### config.mk
export PLATFORM = sky130hd
export DESIGN_NAME = axis_hdr_insert_gen
export DESIGN_NICKNAME = d
export VERILOG_FILES = /design/src/rtl/axis_hdr_pkg.sv /design/src/rtl/axis_byte_merge.sv /design/src/rtl/axis_hdr_insert_gen.sv
export SDC_FILE = /design/constraint.sdc
export NUM_CORES = 1
export LEC_CHECK = 0
export ABC_AREA = 1
export BUFFER_PORTS_ARGS = -buffer_cell sky130_fd_sc_hd__buf_4
export CAP_MARGIN = 20
export CORE_MARGIN = 3
export CORE_UTILIZATION = 40
export CTS_CLUSTER_DIAMETER = 30
export CTS_CLUSTER_SIZE = 16
export DETAILED_ROUTE_END_ITERATION = 8
export PLACE_DENSITY = 0.71
export RECOVER_POWER = 100
export SKIP_CTS_REPAIR_TIMING = 1
export SYNTH_ARGS = -nofsm -noshare
export SYNTH_HDL_FRONTEND = slang
export SYNTH_SLANG_ARGS = --single-unit
### constraint.sdc
create_clock -name clk -period 5.4 [get_ports clk]
set_clock_uncertainty 0.15 [all_clocks]
set_input_delay 0.54 -clock clk [delete_from_list [all_inputs] [get_ports clk]]
set_output_delay 0.54 -clock clk [all_outputs]
set_load 0.01 [all_outputs]
### src/rtl/axis_hdr_pkg.sv
// Shared types and keep/count helpers for the AXI-Stream header insert/strip blocks.
// Helpers work on a wide keep vector; callers slice the low DATA_BYTE_WD bits.
package axis_hdr_pkg;

  localparam int unsigned MAX_BYTES = 128;

  typedef logic [MAX_BYTES-1:0] keep_t;
  typedef logic [7:0]           cnt_t;

  typedef enum logic [1:0] {
    IDLE,
    STREAM,
    FLUSH
  } state_t;

  function automatic cnt_t keep_to_cnt(input keep_t keep);
    cnt_t cnt;
    cnt = '0;
    for (int unsigned i = 0; i < MAX_BYTES; i++) begin
      cnt = cnt + cnt_t'(keep[i]);
    end
    return cnt;
  endfunction

  function automatic keep_t cnt_to_keep_lsb(input cnt_t cnt);
    keep_t m;
    m = '0;
    for (int unsigned i = 0; i < MAX_BYTES; i++) begin
      m[i] = (cnt_t'(i) < cnt);
    end
    return m;
  endfunction

  // Top cnt bytes of a width-byte word; cnt saturates at width.
  function automatic keep_t cnt_to_keep_msb(input cnt_t cnt, input cnt_t width);
    keep_t m;
    cnt_t  c;
    c = (cnt > width) ? width : cnt;
    m = '0;
    for (int unsigned i = 0; i < MAX_BYTES; i++) begin
      m[i] = (cnt_t'(i) < width) && (cnt_t'(i) >= (width - c));
    end
    return m;
  endfunction

endpackage

### src/rtl/axis_byte_merge.sv
// Combinational byte merge: residue's low n bytes followed by the top bytes of data_in,
// plus the low n bytes of data_in carried forward as the next residue.
module axis_byte_merge #(
  parameter int unsigned DATA_WD = 32,
  parameter int unsigned CNT_WD  = 3
) (
  input  logic [DATA_WD-1:0] residue,
  input  logic [DATA_WD-1:0] data_in,
  input  logic [CNT_WD-1:0]  n,
  output logic [DATA_WD-1:0] merged,
  output logic [DATA_WD-1:0] next_residue
);

  localparam logic [DATA_WD-1:0] ONES = '1;

  int unsigned n_bits;

  // Shifts by the full word width yield zero, which covers n=0 and n=W.
  always_comb begin
    n_bits       = 8 * 32'(n);
    merged       = (residue << (DATA_WD - n_bits)) | (data_in >> n_bits);
    next_residue = data_in & ~(ONES << n_bits);
  end

endmodule

### src/rtl/axis_hdr_insert_gen.sv
// AXI-Stream header inserter: prepends 0..W header bytes to each packet and re-packs
// the stream into dense MSB-aligned beats, with a flush beat when the tail overflows.
module axis_hdr_insert_gen
  import axis_hdr_pkg::*;
#(
  parameter int unsigned DATA_WD      = 32,
  parameter int unsigned DATA_BYTE_WD = DATA_WD / 8,
  parameter int unsigned BYTE_CNT_WD  = $clog2(DATA_BYTE_WD),
  parameter int unsigned PKT_CNT_WD   = 16
) (
  input  logic                      clk,
  input  logic                      rst_n,
  input  logic                      valid_in,
  input  logic [DATA_WD-1:0]        data_in,
  input  logic [DATA_BYTE_WD-1:0]   keep_in,
  input  logic                      last_in,
  output logic                      ready_in,
  output logic                      valid_out,
  output logic [DATA_WD-1:0]        data_out,
  output logic [DATA_BYTE_WD-1:0]   keep_out,
  output logic                      last_out,
  input  logic                      ready_out,
  input  logic                      valid_insert,
  input  logic [DATA_WD-1:0]        data_insert,
  input  logic [DATA_BYTE_WD-1:0]   keep_insert,
  input  logic [BYTE_CNT_WD:0]      byte_insert_cnt,
  output logic                      ready_insert,
  output logic [PKT_CNT_WD-1:0]     pkt_cnt,
  output logic                      err_keep
);

  localparam int unsigned NW    = BYTE_CNT_WD + 1;
  localparam cnt_t        W_CNT = cnt_t'(DATA_BYTE_WD);

  state_t                    state_q, state_d;
  logic [NW-1:0]             n_q, n_d;
  logic [DATA_WD-1:0]        res_q, res_d;
  logic [DATA_BYTE_WD-1:0]   fkeep_q, fkeep_d;
  logic                      valid_q, valid_d;
  logic [DATA_WD-1:0]        data_q, data_d;
  logic [DATA_BYTE_WD-1:0]   keep_q, keep_d;
  logic                      last_q, last_d;
  logic [PKT_CNT_WD-1:0]     pkt_q, pkt_d;
  logic                      err_q, err_d;

  logic [DATA_WD-1:0] merge_din, merged, next_res;
  cnt_t               k_cnt, tot, hdr_cnt, hdr_pop;
  keep_t              m_contig, m_last, m_flush, m_hdr;
  logic [NW-1:0]      hdr_n;
  logic               hdr_bad, keep_bad, o_free;
  logic               unused_bits;

  function automatic logic [DATA_WD-1:0] keep_bits(input logic [DATA_BYTE_WD-1:0] k);
    logic [DATA_WD-1:0] b;
    for (int unsigned i = 0; i < DATA_BYTE_WD; i++) begin
      b[8*i +: 8] = {8{k[i]}};
    end
    return b;
  endfunction

  // In FLUSH the merge runs on a zero word, shifting the residue to the top.
  assign merge_din = (state_q == FLUSH) ? '0 : data_in;

  axis_byte_merge #(
    .DATA_WD (DATA_WD),
    .CNT_WD  (NW)
  ) u_merge (
    .residue      (res_q),
    .data_in      (merge_din),
    .n            (n_q),
    .merged       (merged),
    .next_residue (next_res)
  );

  always_comb begin
    k_cnt    = keep_to_cnt(keep_t'(keep_in));
    tot      = cnt_t'(n_q) + k_cnt;
    m_contig = cnt_to_keep_msb(k_cnt, W_CNT);
    m_last   = cnt_to_keep_msb(tot, W_CNT);
    m_flush  = cnt_to_keep_msb(tot - W_CNT, W_CNT);
    hdr_cnt  = cnt_t'(byte_insert_cnt);
    hdr_pop  = keep_to_cnt(keep_t'(keep_insert));
    hdr_bad  = (hdr_cnt > W_CNT) || (hdr_pop != hdr_cnt);
    hdr_n    = (hdr_cnt > W_CNT) ? NW'(DATA_BYTE_WD) : byte_insert_cnt;
    m_hdr    = cnt_to_keep_lsb(cnt_t'(hdr_n));
    keep_bad = (m_contig[DATA_BYTE_WD-1:0] != keep_in) || (k_cnt == '0) ||
               (!last_in && (keep_in != '1));
  end

  assign unused_bits = ^{m_contig[MAX_BYTES-1:DATA_BYTE_WD], m_last[MAX_BYTES-1:DATA_BYTE_WD],
                         m_flush[MAX_BYTES-1:DATA_BYTE_WD], m_hdr[MAX_BYTES-1:DATA_BYTE_WD]};

  always_comb begin
    state_d      = state_q;
    n_d          = n_q;
    res_d        = res_q;
    fkeep_d      = fkeep_q;
    valid_d      = valid_q;
    data_d       = data_q;
    keep_d       = keep_q;
    last_d       = last_q;
    pkt_d        = pkt_q;
    err_d        = err_q;
    o_free       = !valid_q || ready_out;
    ready_in     = (state_q == STREAM) && o_free;
    ready_insert = (state_q == IDLE);
    if (o_free) valid_d = 1'b0;

    unique case (state_q)
      IDLE: begin
        if (valid_insert) begin
          n_d     = hdr_n;
          res_d   = data_insert & keep_bits(m_hdr[DATA_BYTE_WD-1:0]);
          err_d   = err_q | hdr_bad;
          state_d = STREAM;
        end
      end
      STREAM: begin
        if (valid_in && o_free) begin
          valid_d = 1'b1;
          res_d   = next_res;
          err_d   = err_q | keep_bad;
          data_d  = merged;
          keep_d  = '1;
          last_d  = 1'b0;
          if (last_in && (tot <= W_CNT)) begin
            data_d  = merged & keep_bits(m_last[DATA_BYTE_WD-1:0]);
            keep_d  = m_last[DATA_BYTE_WD-1:0];
            last_d  = 1'b1;
            pkt_d   = pkt_q + PKT_CNT_WD'(1);
            state_d = IDLE;
          end else if (last_in) begin
            fkeep_d = m_flush[DATA_BYTE_WD-1:0];
            state_d = FLUSH;
          end
        end
      end
      FLUSH: begin
        if (o_free) begin
          valid_d = 1'b1;
          data_d  = merged & keep_bits(fkeep_q);
          keep_d  = fkeep_q;
          last_d  = 1'b1;
          pkt_d   = pkt_q + PKT_CNT_WD'(1);
          state_d = IDLE;
        end
      end
      default: state_d = IDLE;
    endcase
  end

  always_ff @(posedge clk or negedge rst_n) begin
    if (!rst_n) begin
      state_q <= IDLE;
      n_q     <= '0;
      res_q   <= '0;
      fkeep_q <= '0;
      valid_q <= 1'b0;
      data_q  <= '0;
      keep_q  <= '0;
      last_q  <= 1'b0;
      pkt_q   <= '0;
      err_q   <= 1'b0;
    end else begin
      state_q <= state_d;
      n_q     <= n_d;
      res_q   <= res_d;
      fkeep_q <= fkeep_d;
      valid_q <= valid_d;
      data_q  <= data_d;
      keep_q  <= keep_d;
      last_q  <= last_d;
      pkt_q   <= pkt_d;
      err_q   <= err_d;
    end
  end

  assign valid_out = valid_q;
  assign data_out  = data_q;
  assign keep_out  = keep_q;
  assign last_out  = last_q;
  assign pkt_cnt   = pkt_q;
  assign err_keep  = err_q;

endmodule

==> run_results.csv <==
group,metric,value,unit
routing,routedWlPerCell,16.5,um
power,pwr-share-comb,60.8,%
global_routing,gr-total-overflow,0,
run_status,violations,"max-capacitance violations, max-slew violations",
critical_path,slowest_delay,0.46,ns
synth,synth_top_cell_area_share,36.2,%
power,p_sw,2.65,mW
global_routing,grt_max_degree,66,
critical_path,start_kind,"input pin",
routing,postRouteAntennaNets,0,
final_layout,final_cell_area,7830,um^2
cts,htreeDepth,3,
routing,drt_first_pass_iters,5,
floorplan,core.rowCount,46,
floorplan,core,16100,um^2
global_routing,grt_pass1_wl,33.1,mm
final_layout,area_delta_synth_final,18.1,%
run_status,status,"complete, but fails checks",
cts,clk_pin_slew,0.07,ns
routing,viasPerCell,5.33,
routing,via_count,6740,
cts,clk_latency,0.36,ns
floorplan,ios,138,
floorplan,start_util,41.3,%
sta,layout_min_cycle_time,4.47,ns
critical_path,crit_type,"in -> reg",
cts,cts_buffer_depth,2,
synth,synth-seq-cells,96,
critical_path,crit_slowest_cell,"fa_1",
floorplan,die_w,135,um
cts,cts_tree,"yes",
routing,drc,0,
floorplan,die_height,135,um
power,totalPowerFinal,4.97,mW
floorplan,dieArea,18100,um^2
sta,slew_viol_final,149,
synth,postSynthCellCount,931,
cts,cts_inserted_buffers,9,
critical_path,crit_path_end_kind,"flip-flop",
power,p_clk_share,14.4,%
power,p_sw_share,53.3,%
placement,dp_hpwl,15.8,mm
final_layout,n_antenna_cell,0,
placement,dpl_cell_area,7740,um^2
global_routing,grt_pass1_vias,6372,
final_layout,nets,1155,
cts,cts_root_buf,"clkbuf_16",
power,ir_drop,0.000391,V
synth,yosysTopAreaCell,"dfrtp_1",
critical_path,crit_path_cell_trace,"clkbuf_1 -> inv_1 -> fa_1 -> inv_1 -> ha_1 -> inv_1 -> ha_1 -> inv_1 -> fa_1 -> xor2_1 -> inv_1 -> ha_1 -> inv_1 -> nand2_1 -> nand2_1 -> nand2_1 -> nand2_1 -> nand2_1 -> inv_2 -> nand2_1 -> xor2_1",
critical_path,worst-path-buf-inv,8,
placement,globalplace.congestion,0.954,
synth,netlist_area,6630,um^2
critical_path,rrSetupSlack,0.96,ns
cts,cts.sinks,96,
worst_hold_path,hold_class,"in -> reg",
run,cap_violations,3,
global_routing,antenna_found_initial,0,
sta,whs,0.271,ns
routing,drtIter0Drc,620,
synth,syn-num-nets,1042,
final_layout,layout-drive-gt1-share,11.5,%
critical_path,critPathArrivalTime,4.56,ns
synth,avgSynthCellArea,7.12,um^2
placement,port_buffers,137,
routing,routed_wl,20.9,mm
power,p_seq_share,24.7,%
sta,fin_setup_tns,0,ns
critical_path,cp.required,5.49,ns
power,p_leak,3.96,nW
sta,hold_viol_final,0,
sta,finalCritPeriodShare,82.8,%
synth,synth_cell_types,45,
sta,fmax,224,MHz
sta,rsz0062_at_grt,"no",
global_routing,grt_use_total,23.1,%
critical_path,critPathTopFamily,"adder cells",
sta,finalSetupViolCount,0,
sta,slew_headroom,-29.1,%
power,power_density,635,nW/um^2
synth,synth_area_leaders,"dfrtp_1 36%, nand2_1 17%, nand3_1 7.5%",
critical_path,cp_max_fo,17,
synth,yosysSeqAreaShare,36.2,%
sta,worstMarginPinSlew,1.94,ns
power,p_int,2.32,mW
synth,ys_warn_count,0,
==> cells by family (layout without fill, tap and decap cells) <==
family / count (synthesis) / count (layout) / share of synthesized area [%]
fa+ha+maj: 30 / 30 / 6.00
other cells: 1 / 1 / 0.0566
xor+xnor: 18 / 18 / 2.38
mux: 1 / 1 / 0.151
compound gates: 170 / 170 / 15.3
simple gates: 475 / 475 / 30.8
flops: 96 / 96 / 36.2
buf+inv: 140 / 258 / 9.04
==> state kept, by name, indices dropped and copies added, names as in the netlist <==
name / cells
data_out: 32
err_keep: 1
fkeep_q: 4
keep_out: 4
last_out: 1
n_q: 3
pkt_cnt: 16
res_q: 32
state_q: 2
valid_out: 1
==> worst reg2reg max path, cell delays in order (launching register included) <==
cell and delay (ns):
dfrtp_1 0.40, inv_1 0.08, ha_1 0.37, inv_1 0.51
a21oi_4 0.24, clkbuf_1 1.39, inv_1 0.87, nand2_1 0.21
nand2_1 0.09
==> synth_stat cells (all sizes together) <==
master,n
a21oi,25
or2,3
conb,1
o32ai,8
o21bai,2
xor2,14
a2bb2oi,1
nand4,6
nor2,47
mux2i,1
o22ai,3
clkinv,1
nor3,3
o221ai,10
nand3,101
dfrtp,96
ha,27
o21ai,100
clkbuf,11
fa,3
o211ai,14
a21boi,1
nand3b,1
a31oi,3
nand2,312
inv,97
buf,31
nor4,2
o31ai,3
xnor2,4
==> per-layer routing <==
metal	part of all wire, %	track usage [%]	wire (um)
met3	6.4	2.27	1340
met2	46	36.7	9590
met4	3.2	9.33	670
met5	0	0	0
met1	44	32.4	9270
==> cell usage in the layout (no fill, tap or decap), types with 3 or more instances in the layout <==
master,count
buf_4,82
ha_1,27
nor2_4,4
o21ai_0,96
dfrtp_1,96
clkbuf_16,9
inv_2,3
nand4_1,6
or2_2,3
o32ai_1,8
fa_1,3
o211ai_1,14
inv_1,94
a21oi_1,24
o221ai_1,10
nor2_1,39
xor2_1,14
nor2_2,4
nand3_1,100
clkbuf_1,59
o31ai_1,3
a31oi_1,3
o22ai_1,3
xnor2_1,4
nand2_1,312
==> metrics by stage <==
| step | util (%) | setup WS [ns] | cells |
|---|---|---|---|
| CTS | 50.2 | 1.22 | 1263 |
| finish | 48.7 | 0.930 | 1265 |
| global placement | 48.2 | 1.03 | 1247 |
| detailed placement | 48.2 | 0.846 | 1247 |
| global route | 48.7 | 0.530 | 1265 |
| floorplan | - | 1.47 | 931 |
==> cell type report <==
cell class              instances  area, um^2
fillers                      1700        8230
multi-input cells             695        3580
flip-flops and latches         96        2400
repair buffers                144         880
inverters                      98         368
well taps                     216         270
clock buffers                   9         225
clock inverters                 7         101
==> worst paths after layout <==
path / start / end / depth (start not counted)
hold / removal: valid_in / valid_out$_DFF_PN0_ / 3
setup / recovery: keep_in[1] / pkt_cnt[5]$_DFFE_PN0P_ / 21
min in group asynchronous: rst_n / res_q[18]$_DFFE_PN0P_ / 2
setup reg to reg: state_q[1]$_DFFE_PN0P_ / res_q[15]$_DFFE_PN0P_ / 8
max in group asynchronous: rst_n / pkt_cnt[5]$_DFFE_PN0P_ / 3
hold reg to reg: err_keep$_DFFE_PN0P_ / err_keep$_DFFE_PN0P_ / 2
==> power by group through the flow <==
| stage | Clock, mW | Sequential, mW | Combinational, mW |
|---|---|---|---|
| finish | 0.717 | 1.23 | 3.02 |
| global route | 0.760 | 1.25 | 3.41 |
| CTS | 0.728 | 1.22 | 3.12 |
| detailed placement | 0 | 1.23 | 3.10 |
| global placement | 0 | 1.23 | 3.07 |
| floorplan | 0 | 1.20 | 2.23 |
Note: power is estimated with default switching activity, not from simulation.
